--- config.mk ---
export PLATFORM = sky130hd
export DESIGN_NAME = dds_phase_gen
export DESIGN_NICKNAME = d
export VERILOG_FILES = /design/src/rtl/dds_phase_gen.sv
export SDC_FILE = /design/constraint.sdc
export NUM_CORES = 1
export LEC_CHECK = 0
export CAP_MARGIN = 20
export CELL_PAD_IN_SITES_DETAIL_PLACEMENT = 1
export CELL_PAD_IN_SITES_GLOBAL_PLACEMENT = 1
export CORE_AREA = 2 2 109 111
export CTS_CLUSTER_SIZE = 10
export DETAILED_ROUTE_END_ITERATION = 8
export DIE_AREA = 0 0 111 113
export PLACE_DENSITY = 0.9
export SLEW_MARGIN = 25
export SYNTH_ARGS = -nofsm -noshare
export SYNTH_HDL_FRONTEND = slang
export SYNTH_SLANG_ARGS = --single-unit
--- constraint.sdc ---
create_clock -name clk -period 3.66 [get_ports clk]
set_input_delay 0.549 -clock clk [delete_from_list [all_inputs] [get_ports clk]]
set_output_delay 0.549 -clock clk [all_outputs]
set_load 0.01 [all_outputs]
--- src/rtl/dds_phase_gen.sv ---
// dds_phase_gen
//   Phase accumulator and half-wave LUT address generator for the DDS
//   datapath. A tuning word is accepted over a valid/ready handshake. While
//   the accumulator is running, a new word is parked until the next
//   accumulator wrap, so frequency changes keep the phase continuous.
//
// Parameters
//   ACC_W    accumulator width in bits (>= 10)
//   LUT_LAT  LUT read latency in clocks (0..4)
//
// Ports
//   clk        system clock
//   rst_n      asynchronous active-low reset
//   en         accumulate enable; the accumulator holds while low
//   phase_clr  synchronous accumulator clear; overrides en
//   tw_data    tuning word
//   tw_valid   tuning word offered
//   tw_ready   a tuning word can be accepted (FSM idle)
//   lut_addr   half-wave LUT address, phase[8:0], taken from the acc register
//   f1         10-bit phase code aligned with the LUT read data
//   wrap       first sample after an accumulator overflow, aligned with f1
//   out_valid  the f1/LUT data pair is valid
module dds_phase_gen #(
    parameter int ACC_W   = 24,
    parameter int LUT_LAT = 1
) (
    input  logic             clk,
    input  logic             rst_n,
    input  logic             en,
    input  logic             phase_clr,
    input  logic [ACC_W-1:0] tw_data,
    input  logic             tw_valid,
    output logic             tw_ready,
    output logic [8:0]       lut_addr,
    output logic [9:0]       f1,
    output logic             wrap,
    output logic             out_valid
);

    typedef enum logic {
        IDLE = 1'b0,
        PEND = 1'b1
    } state_t;

    state_t           state_q;
    logic [ACC_W-1:0] acc_q;
    logic [ACC_W-1:0] acc_d;
    logic [ACC_W-1:0] tw_active_q;
    logic [ACC_W-1:0] tw_pend_q;
    logic             ovf_q;
    logic             acc_v_q;

    logic [ACC_W:0]   sum;
    logic             acc_en;
    logic             ovf;
    logic             xfer;
    logic [9:0]       phase;
    logic [11:0]      stage0;

    assign acc_en   = en && !phase_clr;
    assign sum      = {1'b0, acc_q} + {1'b0, tw_active_q};
    // Only adds that actually land in acc count as overflows.
    assign ovf      = acc_en && sum[ACC_W];
    assign tw_ready = (state_q == IDLE);
    assign xfer     = tw_valid && tw_ready;
    assign phase    = acc_q[ACC_W-1 -: 10];
    assign lut_addr = phase[8:0];

    always_comb begin
        acc_d = acc_q;
        if (phase_clr) begin
            acc_d = '0;
        end else if (en) begin
            acc_d = sum[ACC_W-1:0];
        end
    end

    always_ff @(posedge clk or negedge rst_n) begin
        if (!rst_n) begin
            acc_q   <= '0;
            ovf_q   <= 1'b0;
            acc_v_q <= 1'b0;
        end else begin
            acc_q   <= acc_d;
            ovf_q   <= ovf;
            acc_v_q <= acc_en;
        end
    end

    // Tuning-word FSM. A word accepted while running waits in tw_pend until
    // an overflow (the overflowing add still uses the old word), or until the
    // accumulator stops or is cleared, when there is no phase to preserve.
    always_ff @(posedge clk or negedge rst_n) begin
        if (!rst_n) begin
            state_q     <= IDLE;
            tw_active_q <= '0;
            tw_pend_q   <= '0;
        end else begin
            case (state_q)
                IDLE: begin
                    if (xfer) begin
                        if (!en) begin
                            tw_active_q <= tw_data;
                        end else begin
                            tw_pend_q <= tw_data;
                            state_q   <= PEND;
                        end
                    end
                end
                PEND: begin
                    if (ovf || !en || phase_clr) begin
                        tw_active_q <= tw_pend_q;
                        state_q     <= IDLE;
                    end
                end
            endcase
        end
    end

    // Stage-0 sample: {valid, overflow, phase}, delayed to match the LUT.
    assign stage0 = {acc_v_q, ovf_q, phase};

    generate
        if (LUT_LAT == 0) begin : g_lat0
            assign {out_valid, wrap, f1} = stage0;
        end else begin : g_latn
            logic [11:0] pipe_q [LUT_LAT];

            for (genvar g = 0; g < LUT_LAT; g++) begin : g_stage
                if (g == 0) begin : g_first
                    always_ff @(posedge clk or negedge rst_n) begin
                        if (!rst_n) begin
                            pipe_q[g] <= '0;
                        end else begin
                            pipe_q[g] <= stage0;
                        end
                    end
                end else begin : g_next
                    always_ff @(posedge clk or negedge rst_n) begin
                        if (!rst_n) begin
                            pipe_q[g] <= '0;
                        end else begin
                            pipe_q[g] <= pipe_q[g-1];
                        end
                    end
                end
            end

            assign {out_valid, wrap, f1} = pipe_q[LUT_LAT-1];
        end
    endgenerate

endmodule

# After elaboration in Yosys (flattened, before gate mapping)
# Cells that the tools add are included.
# Widths: inputs -> output; s select.
[totals]
elab_cells = 32
regBits = 87
in_bits = 29
output_inout_bits = 22
[op_classes]
mux = 10
add_sub_neg = 1
reduce_logical = 10
eq_ne = 3
n_bitwise = 1
[op_table]
columns = ["operator", "count"]
rows = [
  ["$mux 24", 5],
  ["$pmux 24 s2", 1],
  ["$add 24x24->25", 1],
  ["$reduce_and 3->1", 2],
  ["$ne 2x1->1 const B", 2],
  ["$logic_and 1x1->1", 3],
  ["$mux 1", 3],
  ["$logic_not 1->1", 2],
  ["$logic_or 1x1->1", 2],
  ["$ne 2x2->1 const B", 1],
  ["$pmux 1 s2", 1],
  ["$reduce_bool 2->1", 1],
  ["$not 1->1", 1],
]

# Depth between registers and ports, before layout
# Gate-level depths: netlist of run 1.
[depth]
depth_word = 7
depth_mapped = 10
depth_no_buf = 9

# Least setup slack after synthesis of run 1
# No wires, ideal clock.
[synth_path]
path_kind = "register -> register"
start = "register tw_active_q[0]"
end = "register tw_active_q[10]"
path_stages_with_launch = 11
path_slack_ps = 1060
synth_period_minus_slack_ps = 2600
t_required_ps = 3534
setup_ps = 126
arrival_ps = 2473
n_path_buf = 1
path_cell_list = "dfrtp_1 > ha_1 > inv_1 > fa_1 > nand2b_1 > a21o_1 > a211o_1 > a211oi_4 > nor4_2 > buf_6 > a221o_1"
[synth_between]
elab_chain_cells = 6
[synth_rtl]
columns = ["element", "line_no", "text"]
rows = [
  ["start: declaration", "48", "logic [ACC_W-1:0] tw_active_q;"],
  ["start signal: assignment", "103", "tw_active_q <= tw_data;"],
  ["start signal: assignment", "112", "tw_active_q <= tw_pend_q;"],
  ["$add 24x24->25", "61", "assign sum = {1'b0, acc_q} + {1'b0, tw_active_q};"],
  ["$logic_and 1x1->1", "63", "assign ovf = acc_en && sum[ACC_W];"],
  ["$logic_or 1x1->1 (2 in series)", "111", "if (ovf || !en || phase_clr) begin"],
  ["$ne 2x1->1 (no line)", "n/a", ""],
  ["$reduce_and 3->1 (no line)", "n/a", ""],
]
# Every way passes these cells.
# A chain may end at the register's enable or synchronous reset.

# Final worst setup path of run 1
[layout_path]
start = "register tw_active_q[0]"
end = "register tw_active_q[7]"
# Same word-level chain as after synthesis.

==> results.md, run 1 <==
- The flow ran to the end, and the final reports show no timing, DRC or antenna violations.
- The power per cell area is ~770 mW/mm^2.
- Clock latency on the worst-skew pair, taken at its later pin, is around 0.35 ns.
- The filler cells instantiated in the layout total around 1.3k.
- The share of layout cells above drive strength 1 is 0.1119.
- At the worst endpoint, the arrival time is approximately 3.4 ns.
- Leaving out fill and tap cells, the most frequent cell in the layout is sky130_fd_sc_hd__dfrtp_1.
- During placement, the flow inserted port buffers numbering 50.
- The primary flip-flop cell chosen by synthesis mapping is sky130_fd_sc_hd__dfrtp_1.
- The min-delay analysis places its worst path in the category in -> async.
- The hold violation count in the final report is 0.
- The initial utilization of the core area, before any placement, comes to 0.4440.
- The number of buffers and inverters on the critical path is 3.
- In the final routed layout, each cell accounts on average for between 20 and 25 um.
- After floorplanning, the core was divided into 39 placement rows.
- Setup repair after global routing left no endpoint under its margin.
- In the global route stage, overall resource usage came out at 0.2340.
- The area overhead of the layout relative to synthesis is 15.98%.
- The wire length reported by the detailed router is approximately 14 mm.
- The congestion estimate from routability-driven global placement came to 0.9064.
- On the final layout, the worst hold slack is 0.1949 ns.
- The clock edge transition at the registers on the reported setup and hold paths is 0.06 ns.
- The area of the die is 0.01254 mm^2.
- No sink is reached through more buffers than the 2 on the longest clock path.
- The CTS tree is built.
- In this run, post-CTS repair resized a total of 0 instances.
- In the final timing run, aggregate negative setup slack is 0 ns.
- Once layout is complete, the utilization of the core stands at 0.5149.
- Total power for the finished layout comes to between 4 and 5 mW.
- The number of post-CTS setup repair buffers is 0.
- The core region is 0.01127 mm^2.
- Traced cell by cell, the critical path runs through ha_1 -> inv_1 -> fa_1 -> nand2b_1 -> a21o_1 -> a211o_1 -> a211oi_4 -> nor4_4 -> buf_4 -> buf_6 -> a221o_1.
- The instance count of the mapped netlist is ~500.
- The master of the slowest instance on the critical path is sky130_fd_sc_hd__fa_1.
- The finished cells cover 0.005804 mm^2.
- For the pin with the worst max-slew slack, the measured transition is 0.9732 ns.
- The final max-slew violation count is 0.
- The family of cells with the greatest summed delay on the critical path is compound AO/OA/AOI/OAI gates.
- STA classifies the critical path endpoint as a flip-flop.
- The post-DP HPWL is roughly 9.4 mm.
- Setup violations remaining at the end of the flow were counted as 0.
- Dividing the final minimum period by the clock period gives 0.8695.
- The time the final worst path needs with I/O delays and setup is between 3 and 4 ns.
- Summed over all layers, the global routing overflow is 0.
- The maximum fanout encountered on the critical timing path is 11.
- The number of nets in the synthesized netlist is between 500 and 600.
- The hold buffer count at cts is 0.
- The number of global-route vias before repair was ~4.6k.
- The floorplan step set the die width to ~110 um.
- The largest net degree at the start of global routing is between 70 and 80.
- The worst slew slack as a fraction of its limit is 0.3488.
- The area of the multi-input gates is about 0.0026 mm^2.
- The library cell used as clock root buffer is sky130_fd_sc_hd__clkbuf_16.
- The die is about 110 um tall.
- In this run the remaining antenna-violating nets after routing total 0.
- The number of flops mapped to enable cells by yosys is 0.
- The total I/O pin count is between 50 and 60.
- The count of state elements after synthesis is 87.
- The final net count is between 500 and 600.
- The first global-routing pass estimated 23.51 mm of wire.
- The worst clock skew is roughly 0.0075 ns.
- The cell area that synthesis handed to floorplanning was roughly 0.0050 mm^2.
- The count of vias placed by the detailed router is 4,141.
- Based on the critical path, the design can be clocked at up to 314.2 MHz.
- The distinct cell type count after synthesis is 64.
- Summing all flip-flop and latch instances after layout gives 0.002177 mm^2.
- Of the synthesized area, sequential elements account for 0.4350.
- The mean post-synth cell area is 10.07 um^2.
- In this design, the stage delay of the slowest critical-path cell is around 0.40 ns.
- Across the VDD grid, the largest voltage drop is about 0.3 mV.
- The cell area reported after detailed placement is approximately 0.0055 mm^2.
- The required arrival time at the worst endpoint is a little under 4 ns.
- Counting every sink on the clock net gives 87.
- The critical path in this run is classified as reg -> reg.
- The top cell types in the final layout, fill and taps aside, are sky130_fd_sc_hd__dfrtp_1 (87), sky130_fd_sc_hd__nand2_1 (70), sky130_fd_sc_hd__a21oi_1 (50).
- In this run, the number of DRC markers left after iteration 0 of detailed routing was ~220.
- The number of warnings reported in the yosys synthesis log is 0.
- Dividing the detail-routed via count by the number of cells gives roughly 6.
- The initial antenna violation count is 0.
- Before antenna repair, the detailed router went through 5 iterations.
- 0 antenna diodes ended up in the layout.
- Clock tree synthesis inserted a total of 9 buffers.
- The analysis attributes to cell leakage a power of 2.529 nW.
- After detailed routing, the number of remaining DRC violations is 0.
- CTS built an H-tree with a depth of 3.
- Counting flops with an async set or reset pin after synthesis yields a share of 1.000.
- The number of max-cap violations is 0.
- STA classifies the critical path startpoint as a flip-flop.
==> final timing paths <==
| kind | slack, ns | cells after the start | from | end |
|---|---|---|---|---|
| hold reg to reg | 0.35 | 0 | acc_v_q$_DFF_PN0_ | g_latn.pipe_q[11]$_DFF_PN0_ |
| min in group clk | 0.35 | 0 | acc_v_q$_DFF_PN0_ | g_latn.pipe_q[11]$_DFF_PN0_ |
| hold / removal | 0.19 | 1 | rst_n | tw_pend_q[8]$_DFFE_PN0P_ |
| setup reg to reg | 0.48 | 11 | tw_active_q[0]$_DFFE_PN0P_ | tw_active_q[7]$_DFFE_PN0P_ |
| max in group asynchronous | 2.83 | 2 | rst_n | tw_active_q[20]$_DFFE_PN0P_ |
| setup / recovery | 0.48 | 11 | tw_active_q[0]$_DFFE_PN0P_ | tw_active_q[7]$_DFFE_PN0P_ |
==> kinds of logic after synthesis <==
family                     share of synthesized area
muxes                                        0.06800
buffers and inverters                        0.05325
DFF                                           0.4350
adders and majority gates                    0.06400
and+or+nand+nor                               0.1458
xor gates and xnor gates                     0.01750
AOI/OAI and AO/OA                             0.2165
==> flip-flops by register name, summed over array words and instances (netlist names) <==
register       count
acc_v_q            1
acc_q             24
ovf_q              1
tw_active_q       24
tw_pend_q         24
state_q            1
g_latn.pipe_q     12
==> stage by stage <==
stage,setup WS [ns],std cells
after detailed placement,0.5632,663
after global routing,0.3468,679
after global placement,0.6461,661
after floorplan,1.060,497
final,0.4775,679
after CTS,0.4985,678
==> per-layer routing <==
metal,vias up,part of all wire,GRT usage
li1,1899,-,-
met1,2093,0.42,0.2866
met2,118,0.51,0.4057
met3,31,0.041,0.04178
met4,0,0.026,0.1058
met5,-,0,0
==> area by class of cell <==
class | count | share of cell area
Clock inverter | 3 | 0.003449
Inverter | 8 | 0.005174
Timing Repair Buffer | 59 | 0.1002
Sequential cell | 87 | 0.3751
Tap cell | 143 | 0.03083
Multi-Input combinational cell | 367 | 0.4428
Clock buffer | 12 | 0.04247
==> where the power goes <==
part | internal, mW | switching [mW] | total (mW) | leakage (nW)
sequential | 1.26 | 0.266 | 1.53 | 1.09
clock | 0.474 | 0.384 | 0.859 | 0.125
combinational | 0.935 | 1.16 | 2.10 | 1.32
total | 2.67 | 1.81 | 4.48 | 2.53
==> cells in the mapped netlist, drive strengths merged, types with 9 or more instances <==
master	n	area (um^2)
a21o	9	68.82
a21oi	50	250.2
a221o	25	250.2
buf	18	148.9
clkbuf	17	87.59
dfrtp	87	2177
ha	24	300.3
mux2	24	270.3
nand2	70	262.8
nor2	24	90.09
o211ai	9	72.57
o21ai	18	90.08
xnor2	9	78.83
No activity file was read; power rests on OpenSTA's default activity.
==> inputs of run 2 (changes only) <==
--- a/config.mk
+++ b/config.mk
@@ -8,10 +8,10 @@
 export CAP_MARGIN = 20
 export CELL_PAD_IN_SITES_DETAIL_PLACEMENT = 1
 export CELL_PAD_IN_SITES_GLOBAL_PLACEMENT = 1
-export CORE_AREA = 2 2 109 111
+export CORE_AREA = 2 2 130 94
 export CTS_CLUSTER_SIZE = 10
 export DETAILED_ROUTE_END_ITERATION = 8
-export DIE_AREA = 0 0 111 113
+export DIE_AREA = 0 0 132 96
 export PLACE_DENSITY = 0.9
 export SLEW_MARGIN = 25
 export SYNTH_ARGS = -nofsm -noshare
==> results.md, run 2 (synthesis results as in run 1) <==
- The length of the first detailed-routing pass in iterations is 4.
- STA puts the critical path data required time at between 3 and 4 ns.
- Measured along the x axis, the die boundary spans 132 um.
- The CTS tree is built.
- The count of nets left with antenna violations after detail routing is 0.
- For this configuration, the core starts out at a cell density of 0.4376.
- The longest clock path from root to sink contains 2 buffers.
- After detailed routing, the total wire length is about 14 mm.
- The worst slew slack as a fraction of its limit is 0.3290.
- Of the cells placed in the final design, the portion with a size suffix greater than 1 is 0.1157.
- The worst register-to-register path begins at tw_active_q[0]$_DFFE_PN0P_.
- For this run, the top clock speed supported by timing is around 330 MHz.
- The switching share of power is 0.3941.
- The slack of the worst reg-to-reg path is a little under 0.6 ns.
- The routed layout has 4,098 vias.
- After layout, the minimum clock period comes to just over 3 ns.
- The core area is approximately 0.011 mm^2.
- The reg-to-reg endpoint is tw_active_q[10]$_DFFE_PN0P_.
- At the placement stage, the worst setup path has a slack of 0.6710 ns.
- Summed over all failing endpoints, the final setup total negative slack is 0 ns.
- The standby leakage power is about 2.6 nW.
- Across the routed clock network, the largest skew measured is between 0.01 and 0.015 ns.
- Power spread over the standard cell area amounts to approximately 780 mW/mm^2.
- The area overhead of the layout relative to synthesis is 16.92%.
- The number of fill cells in the layout is approximately 1.3k.
- The initial antenna violation count is 0.
- The final net count is between 500 and 600.
- The largest registers in the layout are acc_q: 24 flops, tw_active_q: 24 flops, tw_pend_q: 24 flops.
- The fraction of the cycle the final worst path needs is 0.8377.
- The launching element type of the critical path is a flip-flop.
- The die covers ~0.013 mm^2.
- The worst setup path is of the reg -> reg kind.
- For this design the total switching power over the nets is approximately 1.8 mW.
- The antenna cell count is 0.
- The first global-routing pass estimated roughly 23 mm of wire.
- Setup slack closes at 0.5939 ns.
- Setup violations remaining at the end of the flow were counted as 0.
- The design draws ~4.6 mW.
- The post-DP HPWL is about 9.8 mm.
- The library cell used as clock root buffer is sky130_fd_sc_hd__clkbuf_16.
- The destination of the critical timing path is tw_active_q[10]$_DFFE_PN0P_.
- Measured on the finished design, the core utilization comes to 0.5117.
- In this run the worst hold path is classified as in -> async.
- Data arrives at the worst endpoint at 3.29 ns.
- between 50 and 60 I/O pins were placed.
- Across every metal layer, demand over resource in global routing totals 0.2314.
- In this run the post-CTS setup repair buffer count came out at 0.
- At the pin with the least slew margin, the transition time is 1.003 ns.
- The number of global-route vias before repair is around 4.3k.
- The most frequent standard cell in the layout excluding fill and tap cells is sky130_fd_sc_hd__dfrtp_1.
- Of the total power, registers draw 0.337.
- In the layout the commonest cells are sky130_fd_sc_hd__dfrtp_1 (87), sky130_fd_sc_hd__nand2_1 (70), sky130_fd_sc_hd__a21oi_1 (50).
- Of all nets on the critical path, the largest fanout is 14.
- The peak ir drop on the vdd network is ~0.27 mV.
- The beginning of the critical path is tw_active_q[0]$_DFFE_PN0P_.
- The number of clock buffers added by TritonCTS is 9.
- After detailed routing, the number of vias per cell comes to ~5.9.
- At the end of routability-driven placement, the weighted congestion stood at between 0.8 and 0.9.
- Once layout is done, the placed cells without fillers occupy 0.005852 mm^2.
- Of the total power, the clock network draws 0.214.
- The clock edge transition at the registers on the reported setup and hold paths is around 0.070 ns.
- The height of the chip is around 96 um.
- Entering global routing, the biggest net connects 70 pins.
- The count of instances resized after the clock tree is built is 0.
- Dividing the detail-routed wire length by the instance count gives between 15 and 20 um.
- The hold buffer count at cts is 0.
- The share of total power dissipated in combinational logic is 0.448.
- In the routed design, unresolved DRC markers number 0.
- The floorplan has 33 rows.
- STA classifies the critical path endpoint as a flip-flop.
- The worst-skew pair later-pin latency is 0.35 ns.
- The H-tree depth is 3.
- The remaining global-route overflow is 0.
- The tool flagged a number of max-cap violations equal to 0.
- Setup repair after global routing left no endpoint under its margin.
- The hold violation count in the final report is 0.
- The number of buffers inserted by port buffering is 50.
- The cell area reported after detailed placement is between 0.005 and 0.006 mm^2.
- The initial detailed-routing violation count is just over 200.
- The flow ran to the end, and the final reports show no timing, DRC or antenna violations.
- The internal power consumption is about 2.8 mW.
- The final max-slew violation count is 0.
- The worst-case reg-to-reg path depth is 10.
- The tree built by TritonCTS fans out to 87 sinks.
## run 2: cell types whose count changed in the layout (fill, tap and decap cells not counted)
cell / change
sky130_fd_sc_hd__bufinv_16: +1
sky130_fd_sc_hd__inv_6: +1
sky130_fd_sc_hd__clkinv_4: +1
sky130_fd_sc_hd__clkinvlp_4: -2
sky130_fd_sc_hd__clkbuf_8: +1
sky130_fd_sc_hd__clkbuf_1: -2
sky130_fd_sc_hd__buf_12: -1
sky130_fd_sc_hd__inv_8: +1
## run 2: final cells by class
cell class | instances | area, um^2 | share of cell area
clock inverter | 5 | 63.81 | 0.01090
clock buffer | 11 | 252.7 | 0.04319
tap | 157 | 196.4 | 0.03357
timing repair buffer | 58 | 561.8 | 0.09600
inverter | 8 | 30.03 | 0.005131
sequential | 87 | 2177 | 0.3720
multi-input combinational | 367 | 2570 | 0.4392
## run 2: how the worst min path moves through the flow
stage                      start                          end  cells after the start
2_1_floorplan              rst_n         acc_q[0]$_DFFE_PN0P_                      0
3_3_place_gp   acc_v_q$_DFF_PN0_  g_latn.pipe_q[11]$_DFF_PN0_                      0
3_5_place_dp   acc_v_q$_DFF_PN0_  g_latn.pipe_q[11]$_DFF_PN0_                      0
4_1_cts          ovf_q$_DFF_PN0_  g_latn.pipe_q[10]$_DFF_PN0_                      0
5_1_grt        acc_v_q$_DFF_PN0_  g_latn.pipe_q[11]$_DFF_PN0_                      0
6_report                   rst_n        acc_q[14]$_DFFE_PN0P_                      1
## run 2: per-layer routing
metal	GRT usage	wire length [um]	part of all wire
met5	0	0	0
met4	0.05616	125	0.0092
met3	0.04845	754	0.055
met2	0.3958	6474	0.47
met1	0.3049	6283	0.46
## run 2: power by group through the flow
stage               sequential [mW]  combinational [mW]  clock (mW)
global placement               1.52                1.89           0
finish                         1.54                2.04       0.977
floorplan                      1.45                1.51           0
global route                   1.58                2.27        1.04
detailed placement             1.55                2.01           0
CTS                            1.53                2.04        1.00
## run 2: worst max-delay path, stage by stage, from the launching register on
cell and delay [ns]:
sky130_fd_sc_hd__dfrtp_1 0.38, sky130_fd_sc_hd__ha_1 0.21, sky130_fd_sc_hd__inv_1 0.07, sky130_fd_sc_hd__fa_1 0.41, sky130_fd_sc_hd__nand2b_1 0.20, sky130_fd_sc_hd__a21o_1 0.24, sky130_fd_sc_hd__a211o_1 0.36, sky130_fd_sc_hd__a211oi_4 0.37
sky130_fd_sc_hd__nor4_4 0.14, sky130_fd_sc_hd__buf_6 0.19, sky130_fd_sc_hd__a221o_1 0.37
## run 2: metrics by stage
stage / hold slack (ns) / cells
floorplan: 0.2534 / 497
global placement: 0.3347 / 676
detailed placement: 0.3363 / 677
CTS: 0.3546 / 693
global route: 0.3629 / 693
finish: 0.3262 / 693
